$ cat src/rtl/tmp101_poll_scheduler.sv
// Round-robin poller that time-shares one I2C temperature-read unit across
// up to eight TMP101 sensors and keeps the latest reading of each one.
module tmp101_poll_scheduler #(
    parameter logic [19:0] TimeoutCycles = 20'd750000,
    parameter logic [19:0] GapCycles     = 20'd75000
) (
    input  logic       clock,
    input  logic       Reset,
    input  logic       Enable,
    input  logic [7:0] SensorMask,
    input  logic       Done,
    input  logic [7:0] ReceivedData,
    input  logic [2:0] ReadSelect,
    output logic       Start,
    output logic [7:0] Address,
    output logic [2:0] CurrentSensor,
    output logic       Busy,
    output logic       SampleValid,
    output logic [2:0] SampleSensor,
    output logic [7:0] SampleData,
    output logic [7:0] ReadTemp,
    output logic [7:0] ValidFlags,
    output logic [7:0] TimeoutFlags
);

    localparam int unsigned CNT_W  = 20;
    localparam int unsigned IDX_W  = 3;
    localparam int unsigned DATA_W = 8;
    localparam int unsigned N_SENS = 8;

    typedef enum logic [2:0] {
        ST_IDLE,
        ST_SELECT,
        ST_ISSUE,
        ST_WAIT,
        ST_STORE,
        ST_GAP
    } state_t;

    state_t              state_q, state_d;
    logic [IDX_W-1:0]    ptr_q, ptr_d;
    logic [IDX_W-1:0]    cur_q, cur_d;
    logic [CNT_W-1:0]    cnt_q, cnt_d;
    logic                done_prev_q;
    logic                start_q;
    logic                busy_q;
    logic                sample_valid_q;
    logic [IDX_W-1:0]    sample_sensor_q, sample_sensor_d;
    logic [DATA_W-1:0]   sample_data_q, sample_data_d;
    logic [N_SENS-1:0]   valid_q, valid_d;
    logic [N_SENS-1:0]   timeout_q, timeout_d;
    logic [DATA_W-1:0]   temp_q [N_SENS];
    logic                temp_we;
    logic                done_evt;
    logic                sel_found;
    logic [IDX_W-1:0]    sel_idx;
    logic [IDX_W-1:0]    cand;

    // Round-robin search for the next masked sensor after the last one served.
    always_comb begin
        sel_found = 1'b0;
        sel_idx   = ptr_q;
        cand      = '0;
        for (int k = 1; k <= int'(N_SENS); k++) begin
            cand = IDX_W'(ptr_q + IDX_W'(k));
            if (!sel_found && SensorMask[cand]) begin
                sel_found = 1'b1;
                sel_idx   = cand;
            end
        end
    end

    // Next-state and datapath updates for the polling sequence.
    always_comb begin
        state_d         = state_q;
        ptr_d           = ptr_q;
        cur_d           = cur_q;
        cnt_d           = cnt_q;
        valid_d         = valid_q;
        timeout_d       = timeout_q;
        sample_sensor_d = sample_sensor_q;
        sample_data_d   = sample_data_q;
        temp_we         = 1'b0;
        done_evt        = Done && !done_prev_q;

        case (state_q)
            ST_IDLE: begin
                if (Enable && (SensorMask != '0)) begin
                    state_d = ST_SELECT;
                end
            end
            ST_SELECT: begin
                if (!sel_found) begin
                    state_d = ST_IDLE;
                end else begin
                    ptr_d   = sel_idx;
                    cur_d   = sel_idx;
                    state_d = ST_ISSUE;
                end
            end
            ST_ISSUE: begin
                cnt_d   = '0;
                state_d = ST_WAIT;
            end
            ST_WAIT: begin
                // A done event on the last allowed cycle still counts as a reply.
                if (done_evt) begin
                    sample_sensor_d = cur_q;
                    sample_data_d   = ReceivedData;
                    state_d         = ST_STORE;
                end else if (cnt_q == (TimeoutCycles - 20'd1)) begin
                    timeout_d[cur_q] = 1'b1;
                    valid_d[cur_q]   = 1'b0;
                    cnt_d            = '0;
                    state_d          = ST_GAP;
                end else begin
                    cnt_d = cnt_q + 20'd1;
                end
            end
            ST_STORE: begin
                temp_we          = 1'b1;
                valid_d[cur_q]   = 1'b1;
                timeout_d[cur_q] = 1'b0;
                cnt_d            = '0;
                state_d          = ST_GAP;
            end
            ST_GAP: begin
                if (cnt_q == (GapCycles - 20'd1)) begin
                    cnt_d   = '0;
                    state_d = (Enable && (SensorMask != '0)) ? ST_SELECT : ST_IDLE;
                end else begin
                    cnt_d = cnt_q + 20'd1;
                end
            end
            default: begin
                state_d = ST_IDLE;
            end
        endcase
    end

    // State, control and registered output flops.
    always_ff @(posedge clock or posedge Reset) begin
        if (Reset) begin
            state_q         <= ST_IDLE;
            ptr_q           <= 3'd7;
            cur_q           <= '0;
            cnt_q           <= '0;
            done_prev_q     <= 1'b0;
            start_q         <= 1'b0;
            busy_q          <= 1'b0;
            sample_valid_q  <= 1'b0;
            sample_sensor_q <= '0;
            sample_data_q   <= '0;
            valid_q         <= '0;
            timeout_q       <= '0;
        end else begin
            state_q         <= state_d;
            ptr_q           <= ptr_d;
            cur_q           <= cur_d;
            cnt_q           <= cnt_d;
            done_prev_q     <= Done;
            start_q         <= (state_d == ST_ISSUE);
            busy_q          <= (state_d != ST_IDLE);
            sample_valid_q  <= (state_d == ST_STORE);
            sample_sensor_q <= sample_sensor_d;
            sample_data_q   <= sample_data_d;
            valid_q         <= valid_d;
            timeout_q       <= timeout_d;
        end
    end

    // Per-sensor temperature register file, written once per successful read.
    always_ff @(posedge clock or posedge Reset) begin
        if (Reset) begin
            for (int i = 0; i < int'(N_SENS); i++) begin
                temp_q[i] <= '0;
            end
        end else if (temp_we) begin
            temp_q[cur_q] <= sample_data_q;
        end
    end

    assign Start         = start_q;
    assign Address       = {4'b1001, cur_q, 1'b1};
    assign CurrentSensor = cur_q;
    assign Busy          = busy_q;
    assign SampleValid   = sample_valid_q;
    assign SampleSensor  = sample_sensor_q;
    assign SampleData    = sample_data_q;
    assign ReadTemp      = temp_q[ReadSelect];
    assign ValidFlags    = valid_q;
    assign TimeoutFlags  = timeout_q;

endmodule

$ cat config.mk
export PLATFORM = sky130hd
export DESIGN_NAME = tmp101_poll_scheduler
export DESIGN_NICKNAME = d
export VERILOG_FILES = /design/src/rtl/tmp101_poll_scheduler.sv
export SDC_FILE = /design/constraint.sdc
export NUM_CORES = 1
export LEC_CHECK = 0
export CORE_UTILIZATION = 50
export CTS_BUF_LIST = sky130_fd_sc_hd__clkbuf_16
export CTS_CLUSTER_SIZE = 8
export DETAILED_ROUTE_END_ITERATION = 6
export PLACE_DENSITY = 0.8
export SLEW_MARGIN = 20
export SYNTH_ARGS = -nofsm -noshare
export SYNTH_HDL_FRONTEND = slang
export SYNTH_SLANG_ARGS = --single-unit
export TNS_END_PERCENT = 1
$ cat constraint.sdc
create_clock -name clock -period 7.4 [get_ports clock]
set_input_delay 2.22 -clock clock [delete_from_list [all_inputs] [get_ports clock]]
set_output_delay 2.22 -clock clock [all_outputs]
set_load 0.01 [all_outputs]
[Yosys cells after proc, flatten, opt, wreduce, memory -nomap -nowiden]
Index checks and enable logic that the tools add are counted.
Cells by class
  add/subtract/negate cells: 8
  magnitude comparators: 13
  equality and inequality tests: 11
  multiplexer cells: 58
  bitwise logic cells: 7
  reduce and logical (&&, ||, !) cells: 29
Operator list (number)
  64-bit bitwise mux: 1
  20-bit 2-to-1 mux: 3
  20-bit case mux with 3 select lines: 1
  8-bit 2-to-1 mux: 7
  3-bit by 4-bit < comparator with 1-bit output (second input constant): 9
  3-bit 2-to-1 mux: 12
  8-bit case mux with 2 select lines: 2
  1-bit binary-select mux with 3-bit select: 8
  8-bit binary-select mux with 3-bit select: 1
  8-bit demux with 3-bit select: 1
  20-bit by 1-bit adder with 20-bit output (second input constant): 1
  20-bit by 17-bit equality test with 1-bit output (second input constant): 1
  20-bit equality test (second input constant): 1
  1-bit 2-to-1 mux: 19
  3-bit case mux with 6 select lines: 1
  8-bit bitwise AND: 2
  8-bit bitwise OR: 2
  3-bit adder (second input constant): 4
  1-bit logical AND: 11
  3-bit by 2-bit equality test with 1-bit output (second input constant): 3
  3-bit equality test (second input constant): 3
  4-bit greater-or-equal comparator (second input constant): 2
  1-bit logical NOT: 8
  3-bit inverter with 4-bit output: 2
  16 further kinds: 21
Word-level totals
  flip-flop bits (word level): 124
  bits of input ports: 23
  output and inout port bits: 49
  logic and storage cells: 146

[Longest topological paths before layout]
  depth in word-level cells: 28
  depth in mapped cells: 13

[Worst setup path before layout]
Ideal clock, no wire load.
  path type: input-to-output
  start point: input ReadSelect[0]
  end point: output ReadTemp[0]
  arrival: 3991 ps
  setup slack: 1189 ps
  cell stages on the path: 4
  buffers on the path: 2
  path through: clkbuf_1 buf_1 mux4_2 mux2_2
On the way
  cells in the longest elaborated chain, start to end: 4
Ends and longest elaborated chain
  start: declaration: RTL line 13  | input logic [2:0] ReadSelect,
  3-bit inverter with 4-bit output (implied by the code): RTL line 190  | assign ReadTemp = temp_q[ReadSelect];
  8-bit binary-select mux with 3-bit select: RTL line 190
  8-bit 2-to-1 mux (implied by the code) (2 in series): RTL line 190
  end: declaration: RTL line 21  | output logic [7:0] ReadTemp,
No other way between the ends. The select of a mux whose other input is x is not followed.

[Worst setup path after layout]
  start point: input ReadSelect[1]
  end point: output ReadTemp[3]
The elaborated chain is that of the path after synthesis.

==> flow_metrics.py <==
metrics = {
    "outcome": {
        "status": "complete, no violations",
    },
    "route": {
        "drt-pass1-iter-count": 6,
        "wl_um": 16100,
        "drc": 0,
        "vias": 4935,
        "vias_per_cell": 5.88,
        "drtAntennaViolNets": 0,
        "drt_iter0_drc": 385,
        "avgRoutedWirePerCell_um": 19.1,
    },
    "grt": {
        "overflow": 0,
        "grt_antenna_before_repair": 0,
        "track_usage_pct": 25.7,
        "grt_max_degree": 69,
        "grt_pass1_vias": 4909,
        "grt_pass1_wl_um": 25900,
    },
    "sta": {
        "worst_pin_slew_ns": 1.06,
        "slew_headroom_pct": 28.9,
        "fin_crit_ns": 6.61,
        "skew_ns": 0.00785,
        "tns_ns": 0,
        "fin_crit_sh_pct": 89.3,
        "hold_viol": 0,
        "fmax_ghz": 0.151,
        "rsz0062_at_grt": "false",
        "drv_slew": 0,
        "whs_ns": 0.473,
        "setup_viol": 0,
    },
    "critical_path": {
        "startpoint_type": "primary input",
        "required_ns": 5.18,
        "cp-end-kind": "output port",
        "reg2reg_to": "Busy",
        "cp.arrival_ns": 4.39,
        "worstSetupEndpoint": "ReadTemp[3]",
        "timing.rr.start": "ptr_q[0]",
        "reg2regPathDepth": 9,
        "criticalPathCategory": "in2out",
        "worstPathMaxFanout": 16,
        "reg2reg_slack_ns": 3.33,
        "crit_path_start": "ReadSelect[1]",
    },
    "clocking": {
        "cts_buffer_depth": 2,
        "clk_pin_slew_worst_paths_ns": 0.05,
        "insertion_delay_ns": 0.42,
        "hold_buffers": 0,
        "postCtsSetupRepairBufs": 0,
        "cts_tree": "built",
        "cts.repair.resized": 0,
        "clock_tree.root_cell": "clkbuf_16",
        "cts_buffers": 17,
        "cts_sinks": 124,
        "htree_levels": 4,
    },
    "floorplan": {
        "start_util_pct": 51.8,
        "core_um2": 12800,
        "ioPinCount": 72,
        "dieArea_um2": 13700,
        "rows": 41,
        "die_w_um": 117,
        "die_h_um": 117,
    },
    "synth": {
        "synth_area_leaders": "dfrtp_1 (46%), mux2_2 (10%), mux4_2 (8.5%)",
        "syn_area_um2": 6620,
        "async_flop_share_pct": 100,
        "synth_top_area_share_pct": 45.8,
        "synth-seq-cells": 124,
        "synth_edf_count": 0,
        "synth_cell_type_count": 69,
        "syn_avg_cell_area_um2": 11.0,
        "synth_seq_area_share_pct": 46.9,
        "yosysTopAreaCell": "dfrtp_1",
        "yosys_most_used_dff": "dfrtp_1",
        "ys_warn_count": 0,
        "postSynthCellCount": 601,
    },
    "power_and_ir_drop": {
        "pwr_density_cell_nw_per_um2": 416,
        "ir_worst_vdd_mv": 0.213,
        "fin_total_pwr_mw": 3.28,
        "p_leak_nw": 3.59,
    },
    "layout": {
        "final_common_cell": "dfrtp_1",
        "nNetsFinal": 682,
        "drive_gt1_share_pct": 19.9,
        "n_antenna_cell": 0,
        "fillCellCount": 978,
        "seqCellArea_um2": 3110,
        "final_cell_area_um2": 7890,
        "syn2layout_area_growth_pct": 19.3,
        "multi_input_area_um2": 3280,
        "final_cells": 840,
        "most-common-layout-cells": "dfrtp_1 (121), nand2_1 (107), clkdlybuf4s50_1 (66)",
    },
    "flow_run": {
        "maxCapViolations": 0,
    },
    "worst_hold_path": {
        "min_from": "temp_q[14]",
        "hp-class": "reg2reg",
    },
    "placement": {
        "hpwl_um": 11200,
        "portBuffers": 66,
        "place_area_um2": 7350,
        "gp_congestion": 0.891,
        "place_inst": 809,
    },
}
cells in the mapped netlist (2+ instances only):
master / n
inv_2: 2
xnor2_1: 7
mux4_1: 2
or3_1: 4
o211ai_1: 6
o311a_1: 2
xor2_1: 11
nand2b_1: 9
and3_1: 4
ha_1: 3
nand4_1: 2
a31oi_1: 6
clkinv_1: 3
dfrtp_1: 121
conb_1: 2
buf_4: 8
nand2_1: 107
nor4_1: 2
o2bb2ai_1: 2
o21ai_1: 9
a21oi_1: 12
dfstp_2: 3
buf_2: 8
inv_1: 13
mux2_1: 4
mux2i_1: 18
nor2_4: 3
o22ai_1: 4
mux4_2: 25
clkbuf_1: 17
nor2_1: 40
o21ai_0: 5
nor3_1: 9
mux2_2: 60
nor2b_1: 3
buf_1: 2
nor3_2: 2
o221ai_1: 2
o21a_1: 5
nand3_1: 20
a21o_1: 6
how the worst min path moves through the flow:
stage,end,slack (ns),depth (start not counted)
3_3_place_gp,temp_q[12],0.45,2
2_1_floorplan,temp_q[10],0.44,2
4_1_cts,temp_q[14],0.47,2
5_1_grt,flip-flop,0.50,1
3_5_place_dp,temp_q[12],0.46,2
6_report,temp_q[14],0.47,2
area by class of cell:
cell class | instances | area share, %
Inverter | 18 | 0.888
Tap cell | 172 | 2.73
Clock buffer | 17 | 5.39
Sequential cell | 124 | 39.4
Multi-Input combinational cell | 426 | 41.5
Clock inverter | 14 | 1.46
Timing Repair Buffer | 69 | 8.66
stage by stage:
stage | utilization, % | setup WS, ns
detailed placement | 57.5 | 0.799
finish | 61.8 | 0.790
floorplan | - | 1.19
global placement | 57.5 | 0.886
CTS | 61.7 | 0.810
global route | 61.8 | 0.757
report_power, final:
part	internal (mW)	total [mW]	leakage [nW]	switching, mW
Sequential	0.891	1.16	1.64	0.270
Combinational	0.675	1.36	1.67	0.688
Clock	0.481	0.762	0.282	0.281
metal layers:
metal / vias to the layer above / wire length [um] / track usage, %
met4: 0 / 169 / 8.10
met1: 2514 / 6940 / 34.3
met3: 20 / 928 / 6.39
met5: - / 0 / 0
li1: 2237 / - / -
met2: 164 / 8030 / 41.6
kinds of logic (layout without fill, tap and decap cells):
kind of cell,Yosys count,in the layout,share of synthesized area [%]
XOR/XNOR,19,19,2.63
flip-flops,124,124,46.9
other,2,5,0.113
buffers and inverters,54,118,3.78
multiplexers,110,110,23.1
adder cells (fa/ha/maj),3,3,0.567
AND/OR/NAND/NOR,219,219,15.6
AO/OA/AOI/OAI,70,70,7.20
worst max-delay path, cell delays in order:
cell and delay [ns]:
clkdlybuf4s50_1 0.96, mux4_2 0.43, mux2_2 0.29, clkdlybuf4s50_1 0.49
(Power assumes the default switching activity.)
